===== config.mk =====
export PLATFORM = sky130hd
export DESIGN_NAME = fetch_unit
export DESIGN_NICKNAME = d
export VERILOG_FILES = /design/src/rtl/fetch_unit_pkg.sv /design/src/rtl/instr_skid_buf.sv /design/src/rtl/fetch_unit.sv
export SDC_FILE = /design/constraint.sdc
export NUM_CORES = 1
export LEC_CHECK = 0
export ABC_CLOCK_PERIOD_IN_PS = 8800
export CAP_MARGIN = 20
export CORE_AREA = 2 2 231 233
export CTS_CLUSTER_SIZE = 40
export DETAILED_ROUTE_END_ITERATION = 6
export DIE_AREA = 0 0 233 235
export GPL_TIMING_DRIVEN = 1
export HOLD_SLACK_MARGIN = 0.08
export PLACE_DENSITY = 0.52
export SETUP_SLACK_MARGIN = 0.02
export SYNTH_ARGS = -nofsm -noshare
export SYNTH_HDL_FRONTEND = slang
export SYNTH_HIERARCHICAL = 1
export SYNTH_SLANG_ARGS = --single-unit

===== constraint.sdc =====
create_clock -name clk -period 8.8 [get_ports clk]
set_input_delay 0.88 -clock clk [delete_from_list [all_inputs] [get_ports clk]]
set_output_delay 0.88 -clock clk [all_outputs]
set_load 0.05 [all_outputs]

===== src/rtl/fetch_unit_pkg.sv =====
// fetch_unit_pkg: shared constants for the fetch front end.
//   XLEN_DEF / RESET_PC_DEF : default datapath width and reset PC
//   NOP                     : encoding injected into decode on bubbles
//   RN_LSB / RM_LSB         : source register field positions in an instruction
package fetch_unit_pkg;
  localparam int          XLEN_DEF     = 32;
  localparam logic [31:0] RESET_PC_DEF = 32'h0000_0000;
  localparam logic [31:0] NOP          = 32'hE1A0_0000;
  localparam int          RN_LSB       = 16;
  localparam int          RM_LSB       = 0;
  localparam int          RA_W         = 4;
endpackage


===== src/rtl/instr_skid_buf.sv =====
// instr_skid_buf: 2-entry FIFO of {pc, instr} absorbing fetch responses while
// decode is held.
//   clk, rst_n           : clock, async active-low reset
//   push/push_pc/instr   : enqueue a returned word
//   pop                  : dequeue head (ignored when empty)
//   clear                : drop all entries; wins over push
//   count                : occupancy 0..2
//   head_pc/head_instr   : oldest entry (slot 0)
module instr_skid_buf import fetch_unit_pkg::*; #(
  parameter int XLEN = XLEN_DEF
) (
  input  logic            clk,
  input  logic            rst_n,
  input  logic            push,
  input  logic [XLEN-1:0] push_pc,
  input  logic [XLEN-1:0] push_instr,
  input  logic            pop,
  input  logic            clear,
  output logic [1:0]      count,
  output logic [XLEN-1:0] head_pc,
  output logic [XLEN-1:0] head_instr
);
  logic [1:0][XLEN-1:0] pc_q, pc_d, instr_q, instr_d;
  logic [1:0]           count_q, count_d, base;
  logic                 do_pop;

  // Slot 0 is always the head; a pop shifts slot 1 down, then a push lands
  // at the first free slot of the post-pop occupancy.
  always_comb begin
    pc_d    = pc_q;
    instr_d = instr_q;
    count_d = count_q;
    do_pop  = pop && (count_q != 2'd0);
    base    = count_q - {1'b0, do_pop};
    if (clear) begin
      count_d = 2'd0;
    end else begin
      if (do_pop) begin
        pc_d[0]    = pc_q[1];
        instr_d[0] = instr_q[1];
      end
      if (push && base != 2'd2) begin
        pc_d[base[0]]    = push_pc;
        instr_d[base[0]] = push_instr;
      end
      count_d = base + {1'b0, push && base != 2'd2};
    end
  end

  always_ff @(posedge clk or negedge rst_n) begin
    if (!rst_n) begin
      pc_q    <= '0;
      instr_q <= '0;
      count_q <= 2'd0;
    end else begin
      pc_q    <= pc_d;
      instr_q <= instr_d;
      count_q <= count_d;
    end
  end

  assign count      = count_q;
  assign head_pc    = pc_q[0];
  assign head_instr = instr_q[0];

  // The issue rule bounds outstanding words to two, so a full push is a bug.
  a_no_overflow: assert property (@(posedge clk) disable iff (!rst_n)
    !(push && !clear && count_q == 2'd2));
endmodule


===== src/rtl/fetch_unit.sv =====
// fetch_unit: PC owner, instruction-memory requester and IF/ID register.
//   clk, rst_n             : clock, async active-low reset
//   i_StallF/i_StallD      : hold PC / hold IF/ID (from hazard unit)
//   i_FlushD               : bubble IF/ID next edge
//   i_BranchE/TargetE      : taken-branch redirect from EX
//   o_imem_req/addr        : fetch request (combinational)
//   i_imem_rdata           : word for the previous cycle's request
//   o_PCF                  : current fetch PC
//   o_ValidD/InstrD/PCD/PCPlus4D/RA1_ID/RA2_ID : registered decode outputs
module fetch_unit import fetch_unit_pkg::*; #(
  parameter int              XLEN     = XLEN_DEF,
  parameter logic [XLEN-1:0] RESET_PC = XLEN'(RESET_PC_DEF)
) (
  input  logic            clk,
  input  logic            rst_n,
  input  logic            i_StallF,
  input  logic            i_StallD,
  input  logic            i_FlushD,
  input  logic            i_BranchE,
  input  logic [XLEN-1:0] i_BranchTargetE,
  output logic            o_imem_req,
  output logic [XLEN-1:0] o_imem_addr,
  input  logic [XLEN-1:0] i_imem_rdata,
  output logic [XLEN-1:0] o_PCF,
  output logic            o_ValidD,
  output logic [XLEN-1:0] o_InstrD,
  output logic [XLEN-1:0] o_PCD,
  output logic [XLEN-1:0] o_PCPlus4D,
  output logic [RA_W-1:0] o_RA1_ID,
  output logic [RA_W-1:0] o_RA2_ID
);
  localparam logic [XLEN-1:0] NOP_X = XLEN'(NOP);

  logic [XLEN-1:0] pcf_q, pcf_d, inflight_pc_q, inflight_pc_d;
  logic            inflight_q, inflight_d;
  logic            valid_q, valid_d;
  logic [XLEN-1:0] instr_q, instr_d, pcd_q, pcd_d;

  logic [1:0]      count;
  logic [XLEN-1:0] head_pc, head_instr;
  logic            ifid_load, resp_vld, bypass, push, pop;

  // Never let buffered + outstanding words exceed the buffer depth.
  assign o_imem_req  = rst_n & ~i_StallF & ~i_BranchE &
                       (({1'b0, count} + {2'b00, inflight_q}) < 3'd2);
  assign o_imem_addr = pcf_q;

  always_comb begin
    ifid_load = ~i_BranchE & ~i_FlushD & ~i_StallD;
    resp_vld  = inflight_q & ~i_BranchE;
    // Bypass only when nothing older is queued, preserving program order.
    bypass    = resp_vld & (count == 2'd0) & ifid_load;
    push      = resp_vld & ~bypass;
    pop       = ifid_load & (count != 2'd0);

    pcf_d = pcf_q;
    if (i_BranchE)       pcf_d = i_BranchTargetE;
    else if (o_imem_req) pcf_d = pcf_q + XLEN'(4);

    inflight_d    = o_imem_req;
    inflight_pc_d = o_imem_req ? pcf_q : inflight_pc_q;

    valid_d = valid_q;
    instr_d = instr_q;
    pcd_d   = pcd_q;
    if (i_BranchE || i_FlushD) begin
      valid_d = 1'b0;
      instr_d = NOP_X;
    end else if (!i_StallD) begin
      if (count != 2'd0) begin
        valid_d = 1'b1;
        instr_d = head_instr;
        pcd_d   = head_pc;
      end else if (inflight_q) begin
        valid_d = 1'b1;
        instr_d = i_imem_rdata;
        pcd_d   = inflight_pc_q;
      end else begin
        valid_d = 1'b0;
        instr_d = NOP_X;
      end
    end
  end

  instr_skid_buf #(.XLEN(XLEN)) u_skid (
    .clk        (clk),
    .rst_n      (rst_n),
    .push       (push),
    .push_pc    (inflight_pc_q),
    .push_instr (i_imem_rdata),
    .pop        (pop),
    .clear      (i_BranchE),
    .count      (count),
    .head_pc    (head_pc),
    .head_instr (head_instr)
  );

  always_ff @(posedge clk or negedge rst_n) begin
    if (!rst_n) begin
      pcf_q         <= RESET_PC;
      inflight_q    <= 1'b0;
      inflight_pc_q <= '0;
      valid_q       <= 1'b0;
      instr_q       <= NOP_X;
      pcd_q         <= '0;
    end else begin
      pcf_q         <= pcf_d;
      inflight_q    <= inflight_d;
      inflight_pc_q <= inflight_pc_d;
      valid_q       <= valid_d;
      instr_q       <= instr_d;
      pcd_q         <= pcd_d;
    end
  end

  assign o_PCF      = pcf_q;
  assign o_ValidD   = valid_q;
  assign o_InstrD   = instr_q;
  assign o_PCD      = pcd_q;
  assign o_PCPlus4D = pcd_q + XLEN'(4);
  assign o_RA1_ID   = instr_q[RN_LSB +: RA_W];
  assign o_RA2_ID   = instr_q[RM_LSB +: RA_W];
endmodule


==> results.md, run 1 <==
- The number of failing setup endpoints in the final timing report is 0.
- In this run, post-CTS hold repair placed 0 buffers.
- The library cell used most frequently in the layout, excluding fill and tap cells, is sky130_fd_sc_hd__dfrtp_1.
- The length of the first detailed-routing pass in iterations is 7.
- The average vias per placed instance is approximately 4.5.
- The clock latency of the later-clocked register in the worst-skew pair is between 500 and 600 ps.
- After detailed routing, the average wire length per cell comes to between 15 and 20 microns.
- The number of antenna repair diodes is 0.
- After clock tree synthesis, the clock-pin slew on the worst setup and hold paths is 60 ps.
- After synthesis, the netlist uses 61 different library cells.
- In the layout the commonest cells are sky130_fd_sc_hd__dfrtp_1, sky130_fd_sc_hd__clkdlybuf4s50_1, sky130_fd_sc_hd__inv_1, sky130_fd_sc_hd__nand2_1, sky130_fd_sc_hd__mux2i_1.
- Across all setup checks in the final design, the least slack found is around 4200 ps.
- The clock arrives with 22.0 ps of skew.
- After detailed routing, the number of remaining DRC violations is 24.
- The total clock buffers created by CTS is 29.
- In the synthesized netlist the async set-or-reset flop fraction comes to 1.00.
- The maximum number of pins on one net before global-route repair is just under 100.
- The endpoint required time on the critical path is 7920 ps.
- The worst setup path is launched from a flop.
- 240 I/O pins were placed.
- The maximum level of the CTS H-tree is 1.
- The HPWL after detailed placement is roughly 25 mm.
- The normalized max-slew margin is 0.310.
- The flow ran to the end, but the final reports show violations.
- The combined global-route utilization of all metal layers is 0.131.
- In this run the remaining antenna-violating nets after routing total 0.
- The number of input and output port buffers inserted is 239.
- The total via count in the routed design is between 9,000 and 10,000.
- For this run, the number of Yosys warnings is 6.
- The maximum ir drop on the vdd rail is between 150 and 200 uV.
- The max-cap violation count is 0.
- The worst hold path belongs to the class in2async.
- The share of layout cells above drive strength 1 is 0.0615.
- Synthesis produced a netlist with a net count of approximately 1,400.
- In this run the clock root is driven by a sky130_fd_sc_hd__clkbuf_16.
- The chip height is approximately 240 microns.
- For this design the static power due to leakage is about 7.5 nW.
- For this block, the routed nets add up to between 30 and 40 mm of wire.
- For the pin with the worst max-slew slack, the measured transition is a little over 1000 ps.
- The last weighted congestion value of the routability-driven placer is about 0.75.
- The share of the yosys chip area belonging to registers is 0.501.
- The post-cts resize count is 0.
- The final net count is between 1,000 and 1,500.
- The maximum achievable frequency is 219 MHz.
- The number of fillers in the final layout is between 5,000 and 6,000.
- The global-route wire length before repair is roughly 57 mm.
- The number of instances in the synthesized netlist is 1,295.
- The violation count after the first detailed-route iteration is about 960.
- Prior to clock tree synthesis, the placed netlist has a worst setup slack of roughly 4200 ps.
- The largest fanout on the critical path is 6.
- The checks that failed: design-rule violations.
- The die span in x is 233 microns.
- The number of synthesized flops with an enable pin is 0.
- The area of the core is 0.0522 sq mm.
- Synthesis inferred 260 register bits.
- The via count of the first global-routing pass came to a little under 10,000.
- The setup path with the least slack is of type reg2out.
- The clock sink total is 260.
- At the worst endpoint, the arrival time is 3680 ps.
- The final count of pins violating max slew is 0.
- The final total power is roughly 4.0 mW.
- The most used flip-flop cell after synthesis is sky130_fd_sc_hd__dfrtp_1.
- The aggregate global routing overflow is 0.
- Adding up every negative setup slack in the final design gives 0 ps.
- Once the clock tree was built, the setup fixing pass inserted 0 buffers.
- Setup repair after global routing left no endpoint under its margin.
- The floorplan row count is 84.
- The final number of hold-violating endpoints is 0.
- For this design the ratio of total power to cell area is about 250 mW/mm^2.
- The worst path in the final design needs a cycle of 4560 ps, including I/O delays and setup.
- The mapped netlist covers approximately 0.013 sq mm.
- The floorplan step defined a die boundary enclosing around 0.055 sq mm.
- Relative to the synthesized area, the layout overhead comes to 24.4%.
- Measured on the finished design, the core utilization comes to 0.309.
- Of the available clock period, the critical path in the final layout requires 0.519.
- The category of the worst setup path capture point is an output port.
- Averaged over all synthesized cells, the footprint is around 10 sq um.
- TritonCTS built the clock tree.
- The initial antenna violation count is 1.
- The initial utilization of the core area, before any placement, comes to 0.249.
- No sink is reached through more buffers than the 3 on the longest clock path.
==> final cells by class <==
type                       instances  area, sq um  share of cell area
clock buffer                      43          848              0.0525
clock inverter                     9          139             0.00860
inverter                         227          852              0.0527
multi-input combinational        636         4410               0.273
sequential                       260         6510               0.403
tap                              688          861              0.0533
timing repair buffer             255         2530               0.157
==> metrics by stage <==
| step | area, sq um | hold WS [ps] | std cells |
|---|---|---|---|
| detailed placement | 15100 | 493 | 2065 |
| global placement | 15100 | 492 | 2064 |
| global route | 16200 | 371 | 2118 |
| finish | 16200 | 342 | 2118 |
| CTS | 16100 | 351 | 2117 |
| floorplan | 13000 | 468 | 1295 |
==> sequential cells by signal (all words and copies together), names as in the netlist <==
name and count:
inflight_pc_q 32, o_InstrD 32, o_PCD 32, o_PCF 32
u_skid/head_instr 32, u_skid/head_pc 32, u_skid/instr_q 32, u_skid/pc_q 32
u_skid/count 2, inflight_q 1, o_ValidD 1
==> cells in the mapped netlist, drive strengths merged, types with 5 or more instances <==
library cell	number	share of area
o21ai	26	0.010
o211ai	8	0.0046
a21oi	41	0.016
mux2i	101	0.078
o311ai	7	0.0047
nand3b	6	0.0035
nor3	5	0.0019
nand2	129	0.037
clkbuf	25	0.0073
buf	147	0.088
dfrtp	254	0.49
nor2b	9	0.0043
dfstp	6	0.012
nor2	68	0.020
nand2b	8	0.0044
inv	226	0.065
and3	8	0.0039
nand4	18	0.0098
xor2	9	0.0061
a222oi	90	0.069
o22ai	6	0.0029
xnor2	23	0.016
nand3	28	0.012
==> worst max-delay path, stage by stage (launching register included) <==
cell,delay [ps]
sky130_fd_sc_hd__dfrtp_1,480
sky130_fd_sc_hd__ha_1,290
sky130_fd_sc_hd__nand4_1,170
sky130_fd_sc_hd__nor3_1,450
sky130_fd_sc_hd__nor2b_1,550
sky130_fd_sc_hd__nand4_1,180
sky130_fd_sc_hd__xnor2_1,170
sky130_fd_sc_hd__clkdlybuf4s50_1,820
==> metal layers <==
| layer | GRT usage | share of wire |
|---|---|---|
| met5 | 0 | 0 |
| met4 | 0.0355 | 0.028 |
| met1 | 0.183 | 0.46 |
| met2 | 0.203 | 0.44 |
| met3 | 0.0294 | 0.067 |
==> report_power, final <==
| part | leakage [nW] | switching (mW) | total, mW | internal, mW |
|---|---|---|---|---|
| registers | 2.96 | 0.197 | 1.58 | 1.38 |
| logic | 4.06 | 0.754 | 1.17 | 0.417 |
| clock network | 0.488 | 0.496 | 1.25 | 0.754 |
==> cell families after synthesis <==
kind of cell	Yosys count	share of synthesized area
adders and majority gates	3	0.00289
xor gates and xnor gates	32	0.0216
muxes	103	0.0795
DFF	260	0.501
AOI/OAI and AO/OA	198	0.122
and+or+nand+nor	300	0.112
buffers and inverters	399	0.161
==> worst paths after layout <==
path	slack (ps)	depth (start not counted)	start	endpoint
max	4240	7	o_PCD[2]	o_PCPlus4D[26]
min	340	1	rst_n	u_skid/instr_q[60]
max reg2reg	5000	8	u_skid/count[1]	u_skid/head_instr[31]
min reg2reg	500	2	inflight_pc_q[1]	inflight_pc_q[1]
max in group asynchronous	6610	3	rst_n	o_PCF[24]
min in group clk	500	2	inflight_pc_q[1]	inflight_pc_q[1]
No activity file was read; power rests on OpenSTA's default activity.
==> run 2: changes to the inputs <==
- ABC_CLOCK_PERIOD_IN_PS: 8800 -> 4300
- clock period: 8.8 -> 4.3 ns (I/O delays scaled with it)
==> run 2 against run 1 <==
Compared with the run above:
- the run still ends with design-rule violations left
- utilization increased by 0.37 points
- critical endpoint unchanged
- non-clock buffer count is 3 higher
- critical path type unchanged
- sequential power grew 100%
- flip-flop and latch count unchanged
- hold slack worse by 42 ps
- cell count is 0.42% higher
- cell area up 1.2%
- clock-buffer cell count grew 2
==> results.md, run 2 (synthesized netlist as in run 1, its figures left out) <==
- TritonCTS built the clock tree.
- The number of top-level pins is 240.
- The first global-routing pass estimated 58.3 mm of wire.
- The maximum ir drop on the vdd rail is 288 uV.
- The maximum achievable frequency is approximately 250 MHz.
- The initial antenna violation count is 0.
- The final antenna-violating net count is 0.
- The via count of the first global-routing pass is 9,794.
- The power per cell area is 516 mW/mm^2.
- After detailed routing, the total wire length is roughly 37 mm.
- The aggregate global routing overflow is 0.
- CTS placed an instance of sky130_fd_sc_hd__clkbuf_16 at the clock tree root.
- The setup path with the least slack is of type reg2out.
- Counting along the longest clock path gives a buffer depth of 3.
- Clock tree synthesis found a total of 260 sinks.
- The category of the worst setup path capture point is an output port.
- Walking the worst path, the cells encountered are ha_1 > nand4_1 > nor3_1 > nor2b_2 > nand4_1 > xnor2_1 > clkdlybuf4s50_1.
- The floorplan has 84 rows.
- Of the cells placed in the final design, the portion with a size suffix greater than 1 is 0.0668.
- The routed wirelength normalized by instance count is 17.3 microns.
- Setup repair after global routing left no endpoint under its margin.
- After detailed routing, the number of vias per cell comes to between 4 and 5.
- In this run the worst path has a maximum fanout of 6.
- The largest single stage delay on the critical path is ~820 ps.
- The area of the die is roughly 0.055 sq mm.
- The final count of pins violating max slew was 0.
- The startpoint class of the critical path is a flop.
- Clock-pin slew was measured on the worst setup and hold paths at roughly 60 ps.
- In the global route stage, overall resource usage came out at 0.134.
- Counting cells, the worst reg-to-reg path comes to 8.
- The max-cap violation count is 0.
- The final net count is 1,487.
- The violation count after the first detailed-route iteration is between 900 and 1,000.
- The number of fillers in the final layout is approximately 5,400.
- The clock tree skew after final layout is approximately 22 ps.
- Entering global routing, the biggest net connects 167 pins.
- The data arrival time at the worst-slack endpoint is around 3500 ps.
- In the layout the commonest cells are sky130_fd_sc_hd__dfrtp_1, sky130_fd_sc_hd__clkdlybuf4s50_1, sky130_fd_sc_hd__inv_1, sky130_fd_sc_hd__nand2_1, sky130_fd_sc_hd__mux2i_1.
- In this design, the critical path's most frequently occurring cell is sky130_fd_sc_hd__nand4_1.
- At the placement stage, the worst setup path has a slack of around 700 ps.
- The chip height is 235 microns.
- In this run the worst hold path is classified as in2async.
- The die span in x is 233 microns.
- Summed over all nets, the half-perimeter wirelength after detailed placement is 24.9 mm.
- The length of the first detailed-routing pass in iterations is 7.
- The startpoint identified for the worst register-to-register timing path is u_skid/count[1].
- The final critical-path required period is about 4000 ps.
- The endpoint of the worst register-to-register path is u_skid/head_instr[8].
- Adding up every negative setup slack in the final design gives 0 ps.
- The endpoint required time on the critical path is between 3000 and 4000 ps.
- The total clock buffers created by CTS is 31.
- The final number of hold-violating endpoints was 0.
- For this configuration, the core starts out at a cell density of 0.249.
- The pin slew with the least headroom to its limit is between 900 and 1000 ps.
- The share of the cycle needed by the critical path after routing is 0.914.
- Across all register-to-register paths, the minimum setup slack is ~1100 ps.
- Summing over every cut layer, the via total after detailed routing is 9,628.
- The area of the core is around 0.052 sq mm.
- The leakage power of the design is 7.59 nW.
- Input and output buffers added on the ports amount to approximately 240.
- The area used by multi-input combinational logic is approximately 0.0044 sq mm.
- In this run the tightest slew margin relative to its limit is 0.329.
- CTS built an H-tree with a depth of 1.
- The last weighted congestion value of the routability-driven placer is approximately 0.80.
- The register area is between 0.006 and 0.007 sq mm.
- The flow ran to the end, but the final reports show violations.
- The most common cell after layout, fill and taps aside is sky130_fd_sc_hd__dfrtp_1.
- The number of failing setup endpoints in the final timing report is 0.
- The number of DRC violations after detailed routing is 9.
- The checks that failed: design-rule violations.
- From synthesis to final layout, the design area changed by 25.9%.
- Among all stages on the critical path, the largest delay is contributed by sky130_fd_sc_hd__clkdlybuf4s50_1.
- For the worst-skew pair, the clock arrives at the later sink with an insertion delay of a little under 600 ps.
- Setup slack on the critical path of the routed design comes to about 370 ps.
[run 2: worst max path at each step]
stage | start | endpoint
after floorplan | o_PCD[4] | o_PCPlus4D[31]
after detailed placement | i_FlushD | u_skid/head_pc[11]
after global placement | i_FlushD | u_skid/head_pc[11]
after CTS | o_PCD[2] | o_PCPlus4D[26]
after global routing | o_PCD[2] | o_PCPlus4D[26]
final | o_PCD[2] | o_PCPlus4D[26]
[run 2: power breakdown]
group	switching (mW)	internal [mW]
clock	1.07	1.73
sequential	0.401	2.82
combinational	1.55	0.855
[run 2: area by class of cell]
class | count | share of cell area
repair buffers | 258 | 0.160
multi-input cells | 636 | 0.270
diodes | 1 | 0.000153
clock inverters | 12 | 0.0128
flip-flops and latches | 260 | 0.398
well taps | 688 | 0.0526
inverters | 227 | 0.0521
clock buffers | 45 | 0.0543
[run 2: what timing repair did]
| item | CTS | global route |
|---|---|---|
| hold endpoints to repair | 27 | 0 |
| resized for setup | 0 | 1 |
| buffers inserted | 0 | 0 |
| setup endpoints to repair | 0 | 4 |
| hold buffers | 1 | 0 |
[run 2: per-stage QoR]
| stage | hold WS (ps) | total power [mW] | instance area, sq um | utilization | std cells |
|---|---|---|---|---|---|
| global route | 304 | 8.87 | 16400 | 0.313 | 2126 |
| floorplan | 134 | 5.00 | 13000 | - | 1295 |
| detailed placement | 301 | 5.69 | 15200 | 0.291 | 2066 |
| global placement | 298 | 5.66 | 15200 | 0.291 | 2066 |
| CTS | 288 | 8.57 | 16300 | 0.312 | 2124 |
| finish | 300 | 8.44 | 16400 | 0.313 | 2127 |
[run 2: layer usage]
metal	track usage	part of all wire	vias to the layer above
li1	-	-	4564
met1	0.191	0.46	4719
met2	0.211	0.46	308
met5	0	0	-
met3	0.0255	0.062	37
met4	0.0278	0.019	0
[run 2: critical path: cells and delay by family, from the launching register on]
| family | cells | cell delay (ps) |
|---|---|---|
| xor gates and xnor gates | 1 | 160 |
| adders and majority gates | 1 | 260 |
| buffers and inverters | 1 | 820 |
| DFF | 1 | 430 |
| and+or+nand+nor | 4 | 1240 |
==> edit: new RTL, config.mk and constraints of run 1 <==
`pc_q` no longer has a reset.
--- a/src/rtl/instr_skid_buf.sv
+++ b/src/rtl/instr_skid_buf.sv
@@ -51,3 +51,2 @@
     if (!rst_n) begin
-      pc_q    <= '0;
       instr_q <= '0;
@@ -55,3 +54,2 @@
     end else begin
-      pc_q    <= pc_d;
       instr_q <= instr_d;
@@ -59,2 +57,6 @@
     end
+  end
+
+  always_ff @(posedge clk) begin
+    pc_q <= pc_d;
   end
Check against the original RTL: same outputs for any inputs over 4 cycles, from zero or initial values and one cycle with rst_n low; that may be too few to reach the edited logic, so the function may still have changed.
==> edit against run 1 <==
The run still ends with DRC left. First-iteration DRC count fell by 21%. Wire length fell by 2.8%. Power fell by 4.6%. Worst hold slack improved by 0.021 ns. Sequential cell count did not move. Setup slack improved by 0.044 ns. Area after synthesis barely moved. Design area rose by 0.14%.
==> edit: results <==
metrics = {
    "run_status": {
        "status": "complete, but fails checks",
        "violations": "DRC",
    },
    "global_route": {
        "grt_pass1_wl_mm": 54.97,
        "grt_pass1_vias": 9172,
        "grt_max_degree": 79,
        "track_usage_pct": 12.64,
    },
    "clock_network": {
        "clockBufferDepth": 3,
        "cts_root_buffer": "clkbuf_16",
        "cts_buffers": 27,
        "postCtsResizedCells": 0,
        "cts-hold-fix-buffers": 0,
        "clock_latency_ns": 0.55,
        "cts_max_level": 1,
        "clkTransAtPathRegs_ns": 0.07,
    },
    "critical_path": {
        "critPathCapture": "o_PCPlus4D[25]",
        "r2r_end": "u_skid/pc_q[39]",
        "max_stage_delay_ns": 0.84,
        "crit_start": "o_PCD[4]",
        "r2r_start": "u_skid/count[1]",
        "r2r_setup_slack_ns": 4.96,
        "crit_fanout": 7,
        "r2r_cells": 6,
        "cp.arrival_ns": 3.64,
    },
    "place": {
        "dp_slack_ns": 3.917,
        "portBuffers": 239,
        "detailed_place_hpwl_mm": 24.09,
        "gp_routability_congestion": 0.7416,
        "dpl_cell_area_sq_um": 15250,
    },
    "routing": {
        "vias": 9121,
        "routed_wl_mm": 35.30,
        "drt_iter0_drc": 758,
        "drc": 18,
    },
    "synthesis": {
        "synth_area_leaders": "dfrtp_1 (37%), edfxtp_1 (15%), buf_4 (6.2%)",
        "synth_edf_count": 64,
        "synth_nets": 1268,
        "synth_common_cells": "dfrtp_1 (190), inv_1 (132), nand2_1 (130)",
        "yosysWarnings": 6,
        "ys_seq_area_share_pct": 52.61,
        "yosysUniqueCellTypes": 63,
        "async_reset_ff_share_pct": 75.38,
    },
    "sta": {
        "layout_setup_ws_ns": 4.281,
        "slew_headroom_pct": 28.19,
        "fin_skew_ns": 0.02545,
        "holdWs_ns": 0.3637,
    },
    "final_layout": {
        "nets": 1390,
        "n_fill_cell": 5359,
        "drive_gt1_share_pct": 11.29,
        "diodes": 0,
    },
    "pwr": {
        "leakage_nw": 7.031,
        "peakVddDrop_uv": 125.5,
    },
    "min_path": {
        "hold_path_class": "in2async",
    },
}
-- edit: cell types whose count changed in the layout (fill, tap and decap cells not counted), moves of 2 or more --
cell       delta
and3b_1       -2
mux2i_1      -32
mux2_4        +2
clkbuf_16     -2
mux2_2       +62
dfrtp_1      -64
inv_1        -93
edfxtp_1     +64
a222oi_1     -32
clkbuf_1      +3
a21oi_1       -2
-- edit: through the flow --
step,util [%],std cells
after floorplan,-,1195
after global placement,29.17,1973
after detailed placement,29.20,1974
after CTS,30.91,2024
after global routing,30.98,2026
final,30.98,2026
-- edit: layer usage --
metal	GRT usage (%)	wire [microns]	vias up	part of all wire [%]
met5	0	13	-	0.037
met4	3.899	816	2	2.3
met3	1.286	1344	49	3.8
met2	19.74	16050	245	45
met1	18.34	17080	4511	48
li1	-	-	4314	-
-- edit: worst min path at each step --
stage / startpoint / endpoint / cells past startpoint
after floorplan: inflight_pc_q[0] / u_skid/pc_q[32] / 0
after detailed placement: o_ValidD / o_ValidD / 1
after global placement: o_ValidD / o_ValidD / 1
after global routing: rst_n / o_InstrD[15] / 1
after CTS: rst_n / o_InstrD[15] / 1
final: rst_n / o_InstrD[15] / 1
-- edit: layout make-up --
class | count | share of cell area [%]
clock buffers | 44 | 5.003
clock inverters | 6 | 0.5181
inverters | 134 | 3.109
multi-input cells | 637 | 28.02
flip-flops and latches | 260 | 42.24
well taps | 688 | 5.320
repair buffers | 257 | 15.80
-- edit: cells by family after synthesis --
kind of cell	count (synthesis)	share of synthesized area, %
xor+xnor	33	2.283
fa+ha+maj	3	0.2890
buf+inv	298	12.77
flops	260	52.61
simple gates	300	11.09
compound gates	166	9.863
mux	135	11.10
-- edit: power breakdown --
group          internal [W]  total, W  switching, W
Clock              0.000684   0.00116      0.000471
Combinational      0.000386   0.00108      0.000695
Sequential          0.00139   0.00158      0.000192
Total               0.00246   0.00381       0.00136
